## config.mk

```make
export PLATFORM = sky130hd
export DESIGN_NAME = type_rule_loader
export DESIGN_NICKNAME = d
export VERILOG_FILES = /design/src/rtl/parser_pkg.sv /design/src/rtl/rule_shadow_ram.sv /design/src/rtl/type_rule_loader.sv
export SDC_FILE = /design/constraint.sdc
export NUM_CORES = 1
export LEC_CHECK = 0
export CAP_MARGIN = 0
export CELL_PAD_IN_SITES_DETAIL_PLACEMENT = 0
export CELL_PAD_IN_SITES_GLOBAL_PLACEMENT = 1
export CORE_MARGIN = 8
export CORE_UTILIZATION = 45
export DETAILED_ROUTE_END_ITERATION = 6
export DONT_BUFFER_PORTS = 1
export PLACE_DENSITY = 0.72
export SETUP_SLACK_MARGIN = 0.4
export SLEW_MARGIN = 20
export SYNTH_ARGS = -nofsm -noshare
export SYNTH_HDL_FRONTEND = slang
export SYNTH_SLANG_ARGS = --single-unit
```

## constraint.sdc

```tcl
create_clock -name i_clk -period 18.95 [get_ports i_clk]
set_clock_uncertainty 0.2 [all_clocks]
set_input_delay 3.79 -clock i_clk [delete_from_list [all_inputs] [get_ports i_clk]]
set_output_delay 3.79 -clock i_clk [all_outputs]
set_load 0.01 [all_outputs]
```

## src/rtl/parser_pkg.sv

```systemverilog
// Shared parser types: the type-lookup rule entry, its word packing,
// and the rule-loader opcode / status / state encodings.
package parser_pkg;

    localparam int RULE_NUM = 8;

    typedef struct packed {
        logic        typeRule_valid;
        logic [15:0] typeRule_typeData;
        logic [15:0] typeRule_typeMask;
        logic [7:0]  typeRule_offset;
        logic [7:0]  typeRule_nextState;
        logic [15:0] typeRule_headerLength;
    } type_rule_t;

    localparam int TYPE_RULE_BITS  = $bits(type_rule_t);
    localparam int TYPE_RULE_WORDS = (TYPE_RULE_BITS + 31) / 32;

    typedef enum logic [3:0] {
        LDR_WRITE = 4'd1,
        LDR_READ  = 4'd2,
        LDR_CLEAR = 4'd3
    } ldr_op_e;

    typedef enum logic [7:0] {
        LDR_OK      = 8'd0,
        LDR_BAD_IDX = 8'd1,
        LDR_BAD_OP  = 8'd2
    } ldr_status_e;

    typedef enum logic [2:0] {
        ST_IDLE,
        ST_COLLECT,
        ST_COMMIT,
        ST_CLEAR,
        ST_ACK,
        ST_RDATA
    } ldr_state_e;

    function automatic logic [31:0] ldr_ack(input logic [3:0] op,
                                            input logic [7:0] st,
                                            input logic [7:0] idx);
        return {4'hA, op, st, 8'h00, idx};
    endfunction

endpackage

```

## src/rtl/rule_shadow_ram.sv

```systemverilog
// Shadow store of every rule slot: one synchronous write port and one
// read port with a one-cycle registered read.
// Ports: clk, we/wr_addr/wr_data (write), rd_addr -> rd_data (next cycle).
module rule_shadow_ram
    import parser_pkg::*;
#(
    parameter int DEPTH = 8,
    parameter int AW    = 3
) (
    input  logic          clk,
    input  logic          we,
    input  logic [AW-1:0] wr_addr,
    input  type_rule_t    wr_data,
    input  logic [AW-1:0] rd_addr,
    output type_rule_t    rd_data
);

    type_rule_t mem [DEPTH];

    always_ff @(posedge clk) begin
        if (we) mem[wr_addr] <= wr_data;
        rd_data <= mem[rd_addr];
    end

endmodule

```

## src/rtl/type_rule_loader.sv

```systemverilog
// Assembles type_rule_t entries from a 32-bit command stream, writes them
// to a lookup stage via a one-hot strobe, and serves read-back / clear-all.
// Ports: i_clk, i_rst (sync, active high); i_cmd_data/i_cmd_valid/o_cmd_ready
// command in; o_rsp_data/o_rsp_valid/i_rsp_ready response out;
// o_rule_wren/o_type_rule rule write port; o_busy (not IDLE).
module type_rule_loader
    import parser_pkg::*;
#(
    parameter int RULE_NUM  = parser_pkg::RULE_NUM,
    parameter int CMD_WIDTH = 32
) (
    input  logic                 i_clk,
    input  logic                 i_rst,
    input  logic [CMD_WIDTH-1:0] i_cmd_data,
    input  logic                 i_cmd_valid,
    output logic                 o_cmd_ready,
    output logic [CMD_WIDTH-1:0] o_rsp_data,
    output logic                 o_rsp_valid,
    input  logic                 i_rsp_ready,
    output logic [RULE_NUM-1:0]  o_rule_wren,
    output type_rule_t           o_type_rule,
    output logic                 o_busy
);

    localparam int W   = TYPE_RULE_WORDS * 32;
    localparam int WCW = $clog2(TYPE_RULE_WORDS + 1);
    localparam int AW  = (RULE_NUM > 1) ? $clog2(RULE_NUM) : 1;
    localparam logic [8:0]     NSLOT     = 9'(RULE_NUM);
    localparam logic [WCW-1:0] LAST_WORD = WCW'(TYPE_RULE_WORDS - 1);
    localparam logic [7:0]     LAST_SLOT = 8'(RULE_NUM - 1);

    ldr_state_e    state;
    logic [3:0]    op;
    logic [7:0]    status;
    logic [7:0]    idx;
    logic [7:0]    ccnt;
    logic [WCW-1:0] cnt;
    logic [W-1:0]  buf_q;
    logic [RULE_NUM-1:0] written;

    logic          cmd_fire;
    logic          rsp_fire;
    logic [3:0]    hop;
    logic [7:0]    hidx;
    logic          hidx_ok;
    logic          idx_ok;
    ldr_status_e   hst;
    logic [W-1:0]  shifted;
    logic [W-1:0]  padded;
    logic [AW-1:0] rd_addr;
    logic [AW-1:0] wr_addr;
    type_rule_t    rd_rule;

    assign o_cmd_ready = !i_rst && (state == ST_IDLE || state == ST_COLLECT);
    assign o_busy      = (state != ST_IDLE);
    assign cmd_fire    = i_cmd_valid && o_cmd_ready;
    assign rsp_fire    = o_rsp_valid && i_rsp_ready;
    assign hop         = i_cmd_data[31:28];
    assign hidx        = i_cmd_data[7:0];
    assign hidx_ok     = {1'b0, hidx} < NSLOT;
    assign idx_ok      = {1'b0, idx} < NSLOT;
    assign shifted     = {i_cmd_data, buf_q[W-1:32]};

    // Read address follows the header in IDLE so the entry is already
    // registered by the time ACK completes.
    assign rd_addr = (state == ST_IDLE) ? hidx[AW-1:0] : idx[AW-1:0];
    assign wr_addr = (state == ST_CLEAR) ? ccnt[AW-1:0] : idx[AW-1:0];

    // Never-written slots read back as zero regardless of RAM contents.
    assign padded = W'(rd_rule) & {W{written[idx[AW-1:0]]}};

    always_comb begin
        hst = LDR_OK;
        if (!(hop inside {LDR_WRITE, LDR_READ, LDR_CLEAR}))
            hst = LDR_BAD_OP;
        else if (hop == LDR_READ && !hidx_ok)
            hst = LDR_BAD_IDX;
    end

    rule_shadow_ram #(.DEPTH(RULE_NUM), .AW(AW)) u_shadow (
        .clk     (i_clk),
        .we      ((|o_rule_wren) && !i_rst),
        .wr_addr (wr_addr),
        .wr_data (o_type_rule),
        .rd_addr (rd_addr),
        .rd_data (rd_rule)
    );

    always_ff @(posedge i_clk) begin
        if (i_rst) begin
            state       <= ST_IDLE;
            op          <= '0;
            status      <= '0;
            idx         <= '0;
            ccnt        <= '0;
            cnt         <= '0;
            buf_q       <= '0;
            written     <= '0;
            o_rsp_valid <= 1'b0;
            o_rsp_data  <= '0;
            o_rule_wren <= '0;
            o_type_rule <= '0;
        end else begin
            // The strobe issued last cycle lands in written[] now.
            if (|o_rule_wren) written[wr_addr] <= (state == ST_COMMIT);

            unique case (state)
                ST_IDLE: begin
                    if (cmd_fire) begin
                        op     <= hop;
                        idx    <= hidx;
                        status <= hst;
                        cnt    <= '0;
                        ccnt   <= '0;
                        if (hop == LDR_WRITE) begin
                            state <= ST_COLLECT;
                        end else if (hop == LDR_CLEAR) begin
                            state       <= ST_CLEAR;
                            o_rule_wren <= RULE_NUM'(1);
                            o_type_rule <= '0;
                        end else begin
                            state       <= ST_ACK;
                            o_rsp_valid <= 1'b1;
                            o_rsp_data  <= ldr_ack(hop, hst, hidx);
                        end
                    end
                end
                ST_COLLECT: begin
                    if (cmd_fire) begin
                        buf_q <= shifted;
                        cnt   <= cnt + WCW'(1);
                        if (cnt == LAST_WORD) begin
                            cnt <= '0;
                            if (idx_ok) begin
                                state       <= ST_COMMIT;
                                o_rule_wren <= RULE_NUM'(1) << idx[AW-1:0];
                                o_type_rule <= shifted[TYPE_RULE_BITS-1:0];
                            end else begin
                                state       <= ST_ACK;
                                status      <= LDR_BAD_IDX;
                                o_rsp_valid <= 1'b1;
                                o_rsp_data  <= ldr_ack(op, LDR_BAD_IDX, idx);
                            end
                        end
                    end
                end
                ST_COMMIT: begin
                    o_rule_wren <= '0;
                    o_type_rule <= '0;
                    state       <= ST_ACK;
                    o_rsp_valid <= 1'b1;
                    o_rsp_data  <= ldr_ack(op, LDR_OK, idx);
                end
                ST_CLEAR: begin
                    if (ccnt == LAST_SLOT) begin
                        o_rule_wren <= '0;
                        state       <= ST_ACK;
                        o_rsp_valid <= 1'b1;
                        o_rsp_data  <= ldr_ack(op, LDR_OK, idx);
                    end else begin
                        ccnt        <= ccnt + 8'd1;
                        o_rule_wren <= o_rule_wren << 1;
                    end
                end
                ST_ACK: begin
                    if (rsp_fire) begin
                        if (op == LDR_READ && status == LDR_OK) begin
                            state      <= ST_RDATA;
                            cnt        <= '0;
                            o_rsp_data <= padded[31:0];
                            buf_q      <= padded >> 32;
                        end else begin
                            state       <= ST_IDLE;
                            o_rsp_valid <= 1'b0;
                        end
                    end
                end
                ST_RDATA: begin
                    if (rsp_fire) begin
                        if (cnt == LAST_WORD) begin
                            state       <= ST_IDLE;
                            cnt         <= '0;
                            o_rsp_valid <= 1'b0;
                        end else begin
                            cnt        <= cnt + WCW'(1);
                            o_rsp_data <= buf_q[31:0];
                            buf_q      <= buf_q >> 32;
                        end
                    end
                end
                default: state <= ST_IDLE;
            endcase
        end
    end

endmodule

```

Yosys cells after proc, flatten, opt, wreduce, memory -nomap -nowiden

Memory sizes are Yosys's and may differ from the RTL's. A register that Yosys moved wholly into a read port is not among the register bits.
Index checks and enable logic that the tools add are counted.

Memory bits (writable): 520
ROM bits: 0
Flip-flop bits (word level): 243
Output and inout port bits: 108
Latch bits: 0
Memories: 1
Bits of input ports: 36
Logic and storage cells: 169

$mul: 0
Bitwise gates (word level): 1
Order comparisons: 5
Divide/modulo/power cells: 0
Equality and inequality tests: 27
Shifts and indexed selects: 1
Reductions and logical operators: 32
Mux-type cells: 83
Add/sub/neg operators: 2

Memories:

| name         | depth | width | read ports | clocked after Yosys merged registers in | write ports | line                  | source |
|---|---|---|---|---|---|---|---|
| u_shadow.mem | 8     | 65    | 1          | 1                                       | 1           | rule_shadow_ram.sv:18 | `type_rule_t mem [DEPTH];` |

Operators with widths:

| cell                  | number |
|---|---|
| $mux W96              | 5 |
| $mux W65              | 6 |
| $mux W32              | 11 |
| $pmux W96 S3          | 1 |
| $pmux W65 S3          | 1 |
| $pmux W32 S6          | 1 |
| $mux W8               | 14 |
| $and A65 B96 Y96      | 1 |
| $mux W3               | 13 |
| $pmux W8 S2           | 2 |
| $pmux W8 S4           | 1 |
| $ne A2 B2 Y1 const B  | 13 |
| $reduce_and A12 Y1    | 2 |
| $reduce_and A7 Y1     | 3 |
| $pmux W3 S6           | 1 |
| $lt A8 B4 Y1 const B  | 2 |
| $mux W1               | 16 |
| $eq A4 B2 Y1 const B  | 3 |
| $mux W2               | 6 |
| $reduce_and A6 Y1     | 2 |
| $reduce_bool A3 Y1    | 4 |
| $add A8 B1 Y8 const B | 1 |
| $bwmux W8             | 1 |
| $eq A8 B3 Y1 const B  | 1 |
| 26 further kinds      | 40 |

Longest topological paths before layout

Gate-level depths: netlist of run 1.

Depth after elaboration: 9
Mapped depth: 9
Gate-level depth less buffers: 6

By module

A second synthesis of run 1 with hierarchy kept.

Cell total of the unflattened synthesis: 2046
Area total of the unflattened synthesis: 31605.3 um2

By module, submodules not included:

| module           | area each (um2) | times used | seq. area each (um2) | cells an instance |
|---|---|---|---|---|
| rule_shadow_ram  | 20857.5         | 1          | 16916.2              | 829 |
| type_rule_loader | 10747.8         | 1          | 4744.6               | 1217 |

Least setup slack after synthesis of run 1

OpenSTA, ideal clock, no wires.

Path kind: in2reg
From: in i_rst
To: mem u_shadow.mem[4][0] (netlist bit) (enable)
Library setup time: 0.568 ns
Required time: 18.182 ns
Slack: 9.327 ns
Path buffers: 3
Arrival: 8.855 ns
Cell stages on the path: 4
Cell sequence: clkbuf_1 -> clkbuf_1 -> clkbuf_1 -> nor3_1

Longest elaborated chain between the ends: 4

RTL lines:

| what                          | line                   | source |
|---|---|---|
| start: declaration            | type_rule_loader.sv:13 | `input logic i_rst,` |
| $logic_not A1 Y1              | type_rule_loader.sv:82 | `.we ((\|o_rule_wren) && !i_rst),` |
| $logic_and A1 B1 Y1           | type_rule_loader.sv:82 |  |
| $mux W1                       | rule_shadow_ram.sv:21  | `if (we) mem[wr_addr] <= wr_data;` |
| $mux W1 (not written as such) | rule_shadow_ram.sv:21  |  |
| end: declaration              | rule_shadow_ram.sv:18  |  |

Every way passes these cells.

Final worst setup path of run 1

From: in i_rst
To: out o_cmd_ready

Longest elaborated chain between the ends: 2

RTL lines:

| what                | line                   | source |
|---|---|---|
| $logic_not A1 Y1    | type_rule_loader.sv:54 | `assign o_cmd_ready = !i_rst && (state == ST_IDLE \|\| state == ST_COLLECT);` |
| $logic_and A1 B1 Y1 | type_rule_loader.sv:54 |  |
| end: declaration    | type_rule_loader.sv:16 | `output logic o_cmd_ready,` |

Every way passes these cells.

==> results.py, run 1 <==
metrics = {
    "synth": {
        "yosysWarnings": 0,
        "synthFlopType": "edfxtp_1",
        "syn_nets": 2099,
        "ys_ff_latch": 822,
        "ys_types": 60,
        "syn_area_per_cell_sq_um": 15.1,
        "async_flop_share": 0,
        "yosysSeqAreaShare": 0.696,
        "syn_inst": 2062,
        "synth_enable_flop_cells": 520,
        "syn_area_sq_um": 31100,
    },
    "placement": {
        "gp_congestion": 0.823,
        "portBuffers": 0,
        "dp_hpwl_mm": 49.1,
    },
    "floorplanning": {
        "io_pins": 144,
        "die_h_um": 279,
        "start_util": 0.454,
        "core_sq_um": 68600,
        "dieArea_sq_um": 77900,
        "std_cell_rows": 96,
        "dieWidth_um": 279,
    },
    "hold_path": {
        "hp-class": "reg -> reg",
        "min-delay-start": "buf_q[39]",
        "hold_depth": 2,
        "hold_path_end": "buf_q[39]",
    },
    "clock_tree": {
        "clock_latency_ns": 0.62,
        "cts_sinks": 822,
        "post_cts_buffers": 0,
        "cts-root-buf": "clkbuf_16",
        "cts_resized": 0,
        "path_clk_slew_ns": 0.06,
        "cts_hold_buffers": 0,
        "cts_buffers": 81,
        "htreeDepth": 3,
        "cts_buffer_depth": 3,
        "cts_tree": "built",
    },
    "worst_setup_path": {
        "cp-end-kind": "output port",
        "cp_slowest_cell": "nor3_1",
        "crit_arrival_ns": 4.13,
        "cp.required_ns": 14.96,
        "slowest_delay_ns": 0.31,
        "rr_endpoint": "u_shadow.rd_data[35]",
        "path_buf_inv": 0,
        "worstPathCellList": "nor3_1",
        "critPathMaxFanout": 180,
        "crit_family": "simple AND/OR/NAND/NOR gates",
        "critPathLaunchType": "input pin",
        "path_class": "in -> out",
        "timing.rr.start": "state[2]",
        "rr_worst_depth": 7,
        "r2r_slack_ns": 14.06,
    },
    "layout": {
        "nNetsFinal": 2060,
        "final_cell_mix": "520 x edfxtp_1, 301 x dfxtp_1, 173 x nand2_1",
        "diodes": 0,
        "final_common_cell": "edfxtp_1",
        "area_growth_pct": 11.4,
        "post-route-util": 0.506,
        "drive_gt1_frac": 0.184,
    },
    "routing": {
        "drtIter0Drc": 1904,
        "ant_nets": 0,
        "num_vias": 17900,
        "routed_wl_mm": 82.3,
        "post_drt_via_cell_ratio": 5.94,
        "firstDrtPassIters": 6,
        "remaining_drc_errors": 0,
        "post_drt_wl_per_cell_um": 27.3,
    },
    "global_routing": {
        "grt_pass1_wl_mm": 121,
        "gr-usage-all-layers": 0.209,
        "use_met3": 0.0655,
        "antenna_found_initial": 5,
        "grt_overflow": 0,
        "grt.busiest_layer": "met2",
        "grt_pass1_vias": 17800,
        "met2_usage": 0.322,
        "use_met1": 0.283,
        "grt_max_degree": 181,
    },
    "sta": {
        "slew_headroom": 0.305,
        "period_share": 0.429,
        "min_period_ns": 8.12,
        "tightest_slew_ns": 1.04,
        "setup-tns-final_ns": 0,
        "rsz0062_at_grt": "no",
        "finalSetupViolations": 0,
        "hold_viol": 0,
        "max_clock_freq_ghz": 0.123,
        "drv_slew": 0,
    },
    "power": {
        "report.power.total_mw": 3.83,
        "ir_drop_mv": 0.0791,
        "power.leakage_nw": 11.1,
        "p_per_area_nw_per_um2": 110,
    },
    "flow_run": {
        "maxCapViolCount": 0,
    },
    "outcome": {
        "status": "completed",
    },
}
-- cell usage after synthesis, drive strengths merged (4+ instances only) --
cell,n,area (sq um)
edfxtp,520,15600
dfxtp,302,6050
nand2,173,649
a21oi,150,751
nand3,135,676
mux4,130,2930
clkbuf,101,379
mux2i,79,791
nor3,68,352
mux2,67,754
buf,61,320
nor2,55,206
a221oi,37,324
a211oi,30,230
a22oi,21,158
inv,18,67.6
o21ai,11,55.1
o32ai,10,87.6
o2111ai,9,78.8
a31o,8,70.1
a2111oi,7,61.3
o211ai,6,45.0
nor4,5,31.3
and2,4,25.0
nand2b,4,25.0
nand4,4,25.0
nor2b,4,25.0
-- tightest hold or removal path: cells and delay by family (launching register included) --
kind / cells / cell delay [ns]
DFF: 1 / 0.32
and+or+nand+nor: 1 / 0.05
AOI/OAI and AO/OA: 1 / 0.05
-- per-layer routing --
metal	routed length (um)	part of all wire
met1	34500	0.42
met2	37800	0.46
met3	7700	0.094
met4	2270	0.028
met5	23	0.00028
-- logic make-up (layout without fill, tap and decap cells) --
kind of cell / after synthesis / in the layout / share of synthesized area
compound gates: 307 / 307 / 0.0648
xor+xnor: 5 / 5 / 0.00141
fa+ha+maj: 1 / 1 / 0.000402
buf+inv: 181 / 208 / 0.0248
flops: 822 / 822 / 0.696
mux: 276 / 276 / 0.144
simple gates: 470 / 470 / 0.0694
-- worst max path at each step --
stage	from	to	slack (ns)	cells after the start
3_3_place_gp	i_rst	o_cmd_ready	10.84	1
5_1_grt	i_rst	o_cmd_ready	10.76	1
3_5_place_dp	i_rst	o_cmd_ready	10.83	1
2_1_floorplan	i_rst	u_shadow.mem[4][0]	9.33	4
6_report	i_rst	o_cmd_ready	10.83	1
4_1_cts	i_rst	o_cmd_ready	10.84	1
-- state kept, by name (all words and copies together), names as in the netlist --
| name | flops |
|---|---|
| idx | 8 |
| o_type_rule | 65 |
| buf_q | 96 |
| u_shadow.rd_data | 65 |
| o_rsp_data | 32 |
| u_shadow.mem | 520 |
| written | 8 |
| o_rsp_valid | 1 |
| o_rule_wren | 8 |
| cnt | 2 |
| state | 3 |
| ccnt | 8 |
| op | 4 |
| status | 2 |
-- stage by stage --
stage                     hold slack (ns)  cells  setup slack [ns]  area, sq um
after detailed placement            0.257   2871             10.83        32000
after global routing                0.287   3020             10.76        34700
after floorplan                     0.244   2062              9.33        31100
after CTS                           0.268   3020             10.84        34700
final                               0.268   3020             10.83        34700
after global placement              0.254   2871             10.84        32000
-- cell type report --
cell class / instances / area (sq um)
Clock inverter: 32 / 333
Timing Repair Buffer: 40 / 300
Sequential cell: 822 / 21700
Clock buffer: 117 / 2310
Tap cell: 931 / 1160
Fill cell: 5624 / 33900
Inverter: 19 / 73.8
Multi-Input combinational cell: 1059 / 8830
-- where the power goes --
part           internal, mW  total [mW]  switching, mW
Combinational         0.118       0.267          0.148
Clock                 0.934        1.60          0.665
Sequential             1.93        1.96         0.0358
No activity file was read; power rests on OpenSTA's default activity.
==> inputs of run 2 (changes only) <==
Settings changed: ABC_AREA from default to 1, PLACE_DENSITY 0.72 to 0.78.
Clock period 18.95 ns to 8 ns, I/O delays scaled along.
==> run 2 against run 1 <==
Compared with the run above:
- area after synthesis up 11%
- clock power increased by 150%
- flip-flop and latch count stayed put
- final cell count grew 64%
- sequential share of layout area shrank 5.8 points
- power rose to 3.9 times the previous value
==> results.py, run 2 <==
metrics = {
    "outcome": {
        "status": "completed",
    },
    "worst_setup_path": {
        "critPathLaunchType": "flop",
        "path_class": "reg -> out",
        "r2r_slack_ns": 3.85,
        "cp.required_ns": 6.20,
        "rr_endpoint": "u_shadow.mem[1][34]",
        "worstSetupEndpoint": "o_cmd_ready",
        "rr_worst_depth": 9,
        "cp-startpoint": "state[2]",
        "timing.rr.start": "state[2]",
        "crit_arrival_ns": 2.60,
        "cp-end-kind": "output port",
        "critPathMaxFanout": 68,
    },
    "clock_tree": {
        "cts_sinks": 822,
        "cts_hold_buffers": 0,
        "cts-root-buf": "clkbuf_16",
        "clock_latency_ns": 0.64,
        "htreeDepth": 3,
        "path_clk_slew_ns": 0.06,
        "post_cts_buffers": 0,
        "cts_tree": "built",
        "cts_resized": 0,
        "cts_buffers": 89,
        "cts_buffer_depth": 3,
    },
    "global_routing": {
        "grt_pass1_wl_mm": 144,
        "grt_overflow": 0,
        "grt_pass1_vias": 23100,
        "grt_max_degree": 140,
        "antenna_found_initial": 0,
        "gr-usage-all-layers": 0.216,
    },
    "sta": {
        "slew_headroom": 0.248,
        "tightest_slew_ns": 1.13,
        "drv_slew": 0,
        "min_period_ns": 4.40,
        "hold_viol": 0,
        "finalSetupViolations": 0,
        "max_clock_freq_ghz": 0.227,
        "setup-tns-final_ns": 0,
        "rsz0062_at_grt": "no",
        "hold-worst-slack_ns": 0.258,
        "period_share": 0.550,
        "worst_slack_ns": 3.60,
    },
    "synth": {
        "synth_enable_flop_cells": 520,
        "syn_area_sq_um": 34600,
        "ys_ff_latch": 822,
        "syn_inst": 3926,
        "synth_top_area_share": 0.451,
        "ys_types": 32,
        "synth_area_leaders": "edfxtp_1 45%, dfxtp_1 17%, nand2_1 13%",
        "yosysWarnings": 0,
        "synth_area_leader_cell": "edfxtp_1",
        "yosysMostFrequentCell": "nand2_1",
        "syn_nets": 3963,
        "yosysSeqAreaShare": 0.626,
        "syn_area_per_cell_sq_um": 8.82,
        "async_flop_share": 0,
        "synth_common_cells": "1154 x nand2_1, 522 x inv_1, 520 x edfxtp_1",
        "synthFlopType": "edfxtp_1",
    },
    "routing": {
        "firstDrtPassIters": 5,
        "ant_nets": 0,
        "routed_wl_mm": 94.5,
        "remaining_drc_errors": 0,
        "post_drt_via_cell_ratio": 5.03,
        "post_drt_wl_per_cell_um": 19.1,
        "drtIter0Drc": 2104,
        "num_vias": 24900,
    },
    "floorplanning": {
        "die_h_um": 293,
        "core_sq_um": 76100,
        "start_util": 0.455,
        "dieArea_sq_um": 86100,
        "dieWidth_um": 293,
        "io_pins": 144,
        "std_cell_rows": 101,
    },
    "power": {
        "p_seq_frac": 0.380,
        "p_switching_mw": 5.84,
        "power.leakage_nw": 15.7,
        "p_per_area_nw_per_um2": 387,
        "pwr-share-comb": 0.350,
        "p_sw_frac": 0.395,
        "ir_drop_mv": 0.331,
        "p_clk_frac": 0.270,
        "p_int_mw": 8.96,
        "report.power.total_mw": 14.8,
    },
    "placement": {
        "portBuffers": 0,
        "pre_cts_slack_ns": 3.74,
        "gp_congestion": 0.900,
        "placed_cell_area_sq_um": 35400,
        "dp_hpwl_mm": 57.2,
    },
    "layout": {
        "area_growth_pct": 10.5,
        "finalInstanceArea_sq_um": 38300,
        "largest_registers": "u_shadow.mem x520, buf_q x96",
        "largest_reg_flops": 520,
        "final_cell_mix": "1152 x nand2_1, 521 x inv_1, 520 x edfxtp_1",
        "multiInputGateArea_sq_um": 10100,
        "ff_latch_area_sq_um": 21700,
        "regMostFlops": "u_shadow.mem",
        "nNetsFinal": 3875,
        "fill_cells": 7216,
        "final_common_cell": "nand2_1",
        "diodes": 0,
        "drive_gt1_frac": 0.0542,
    },
    "hold_path": {
        "hp-class": "reg -> reg",
    },
    "flow_run": {
        "maxCapViolCount": 0,
    },
}
## run 2: cell type report
| type | instances | share of cell area |
|---|---|---|
| clock inverter | 39 | 0.00824 |
| tap | 1030 | 0.0337 |
| multi-input combinational | 2353 | 0.264 |
| inverter | 532 | 0.0523 |
| sequential | 822 | 0.566 |
| timing repair buffer | 40 | 0.00883 |
| clock buffer | 128 | 0.0668 |
## run 2: power groups by stage
stage | Sequential [mW] | Clock, mW | Combinational [mW]
floorplan | 5.54 | 0 | 3.88
CTS | 5.64 | 4.07 | 5.20
finish | 5.63 | 3.99 | 5.17
global placement | 5.71 | 0 | 5.16
detailed placement | 5.72 | 0 | 5.18
global route | 5.68 | 4.23 | 5.90
## run 2: worst min path at each step
stage | to | startpoint | cells past startpoint | slack, ns
2_1_floorplan | written[1] | written[1] | 2 | 0.24
3_3_place_gp | written[5] | written[5] | 2 | 0.24
3_5_place_dp | written[3] | written[3] | 2 | 0.25
4_1_cts | written[3] | written[3] | 2 | 0.26
5_1_grt | written[3] | written[3] | 2 | 0.28
6_report | written[3] | written[3] | 2 | 0.26
## run 2: cell families (layout without fill, tap and decap cells)
family	count (synthesis)	in the layout	share of synthesized area
flip-flops	822	822	0.626
XOR/XNOR	1	1	0.000253
adder cells (fa/ha/maj)	1	1	0.000361
buffers and inverters	751	739	0.0860
AO/OA/AOI/OAI	446	446	0.0679
AND/OR/NAND/NOR	1905	1905	0.220
## run 2: stage by stage
| step | cells | util |
|---|---|---|
| after floorplan | 3926 | - |
| final | 4944 | 0.503 |
| after detailed placement | 4776 | 0.465 |
| after global routing | 4944 | 0.503 |
| after global placement | 4776 | 0.465 |
| after CTS | 4943 | 0.503 |
## run 2: layer usage
| layer | global-route usage | wire length (um) | up-vias |
|---|---|---|---|
| met1 | 0.298 | 42400 | 11700 |
| met3 | 0.0409 | 5980 | 153 |
| met5 | 0 | 0 | - |
| li1 | - | - | 12300 |
| met4 | 0.0725 | 3250 | 0 |
| met2 | 0.341 | 42800 | 681 |
## run 2: worst max-delay path, cell delays in order (launching register included)
cell     delay [ns]
dfxtp_1        0.49
inv_2          0.17
nand3_2        0.08
buf_4          0.64
nand2_1        0.36
inv_1          0.13
nor2_1         0.09
==> inputs of run 3 (changes only) <==
Settings changed: ABC_AREA 1 to 0, PLACE_DENSITY 0.78 to 0.75.
Clock period 8 ns to 3.7 ns, I/O delays scaled along.
==> run 3 against run 2 <==
Compared with the run above:
- critical path depth down 1
- sequential power up 79%
- global-route usage down 0.84 points
- count of clock-buffer cells in the layout down 7
- wire length down 13%
- flip-flop and latch count unchanged
- final cell count down 38%
- via count down 27%
- hold slack worse by 0.22 ns
- die area down 9.5%
- setup slack worse by 3.0 ns
- critical path type is now reg -> reg
- largest cell class unchanged
==> results.py, run 3 (synthesis results as in run 1) <==
metrics = {
    "global_routing": {
        "grt_pass1_vias": 18000,
        "grt_overflow": 0,
        "gr-usage-all-layers": 0.207,
        "antenna_found_initial": 16,
        "grt_pass1_wl_mm": 121,
        "grt_max_degree": 111,
    },
    "worst_setup_path": {
        "cp.required_ns": 4.04,
        "crit_family": "compound AO/OA/AOI/OAI gates",
        "cp-end-kind": "flop",
        "crit_arrival_ns": 3.40,
        "r2r_slack_ns": 0.65,
        "critPathLaunchType": "flop",
        "critPathMaxFanout": 23,
        "worstPathCellList": "nor4b_2 > o21ai_1 > a21oi_4 > buf_12 > mux2i_1",
        "cp_slowest_cell": "nor4b_2",
        "path_class": "reg -> reg",
        "slowest_delay_ns": 0.66,
        "path_buf_inv": 1,
    },
    "layout": {
        "final_common_cell": "edfxtp_1",
        "finalInstanceArea_sq_um": 35500,
        "area_growth_pct": 13.9,
        "final_cell_mix": "520 x edfxtp_1, 301 x dfxtp_1, 172 x nand2_1",
        "drive_gt1_frac": 0.195,
        "regMostFlops": "u_shadow.mem",
        "largest_registers": "u_shadow.mem x520, buf_q x96",
        "largest_reg_flops": 520,
        "fill_cells": 5562,
        "nNetsFinal": 2083,
    },
    "sta": {
        "worst_slack_ns": 0.646,
        "max_clock_freq_ghz": 0.327,
        "hold-worst-slack_ns": 0.0402,
        "drv_slew": 0,
        "slew_headroom": 0.324,
        "finalSetupViolations": 0,
        "rsz0062_at_grt": "no",
        "setup-tns-final_ns": 0,
        "period_share": 0.826,
        "min_period_ns": 3.05,
        "hold_viol": 0,
        "tightest_slew_ns": 1.01,
    },
    "routing": {
        "drtIter0Drc": 1907,
        "firstDrtPassIters": 5,
        "num_vias": 18200,
        "remaining_drc_errors": 0,
        "routed_wl_mm": 82.1,
        "ant_nets": 0,
        "post_drt_wl_per_cell_um": 26.9,
        "post_drt_via_cell_ratio": 5.94,
    },
    "clock_tree": {
        "clock_latency_ns": 0.64,
        "cts_buffers": 84,
        "cts-root-buf": "clkbuf_16",
        "cts_resized": 0,
        "cts_sinks": 822,
        "cts_buffer_depth": 3,
        "htreeDepth": 3,
        "post_cts_buffers": 0,
        "path_clk_slew_ns": 0.06,
        "cts_tree": "built",
    },
    "power": {
        "p_per_area_nw_per_um2": 565,
        "p_int_mw": 15.5,
        "p_switching_mw": 4.52,
        "ir_drop_mv": 0.344,
        "power.leakage_nw": 11.4,
        "pwr-share-comb": 0.072,
        "p_clk_frac": 0.422,
        "p_sw_frac": 0.225,
        "p_seq_frac": 0.506,
    },
    "placement": {
        "pre_cts_slack_ns": 0.460,
        "gp_congestion": 0.884,
        "placed_cell_area_sq_um": 32600,
        "dp_hpwl_mm": 51.2,
        "portBuffers": 0,
    },
    "floorplanning": {
        "die_h_um": 279,
        "dieArea_sq_um": 77900,
        "start_util": 0.454,
        "core_sq_um": 68600,
        "dieWidth_um": 279,
        "std_cell_rows": 96,
        "io_pins": 144,
    },
    "hold_path": {
        "hp-class": "in -> reg",
    },
    "outcome": {
        "status": "completed",
    },
    "flow_run": {
        "maxCapViolCount": 0,
    },
}
## run 3: changes by cell type in the layout (fill, tap and decap cells not counted), moves of 124 or more
cell     before  now
o21ai_1     125    1
o21ai_0     150    9
mux4_2        0  130
nor2_1      454   54
inv_1       521   16
nand2_1    1152  172
## run 3: path summary, 6_finish.rpt
kind                  from              end  depth (start not counted)
min reg2reg      buf_q[61]        buf_q[61]                          2
max               state[2]  o_type_rule[43]                          5
min          i_cmd_data[4]           idx[4]                          2
max reg2reg       state[2]  o_type_rule[43]                          5
## run 3: metrics by stage
| stage | util | instances | power [mW] |
|---|---|---|---|
| floorplan | - | 2062 | 11.3 |
| global placement | 0.476 | 2890 | 11.8 |
| detailed placement | 0.476 | 2890 | 11.8 |
| CTS | 0.517 | 3049 | 20.2 |
| global route | 0.517 | 3053 | 20.7 |
| finish | 0.517 | 3057 | 20.0 |
## run 3: power by group through the flow
stage               logic, mW  clock network, mW  registers, mW
floorplan                1.11                  0           10.1
global placement         1.41                  0           10.3
detailed placement       1.43                  0           10.3
CTS                      1.46               8.59           10.1
global route             1.55               8.96           10.2
finish                   1.44               8.46           10.1
## run 3: layout make-up
class / instances / area, sq um / area share
diodes: 8 / 20.0 / 0.000564
clock buffers: 121 / 2420 / 0.0681
repair buffers: 60 / 871 / 0.0245
multi-input cells: 1059 / 8900 / 0.251
clock inverters: 37 / 370 / 0.0104
inverters: 19 / 73.8 / 0.00208
well taps: 931 / 1160 / 0.0328
flip-flops and latches: 822 / 21700 / 0.611
## run 3: repair_timing
item                                    in CTS  in global routing
endpoints found under the hold margin       71                  0
hold buffers                                 1                  0
endpoints found under the setup margin       0                  0
## run 3: routing by layer
| layer | share of wire | GRT usage |
|---|---|---|
| met1 | 0.42 | 0.277 |
| met2 | 0.46 | 0.319 |
| met3 | 0.084 | 0.0616 |
| met4 | 0.039 | 0.0779 |
| met5 | 0.0013 | 0 |
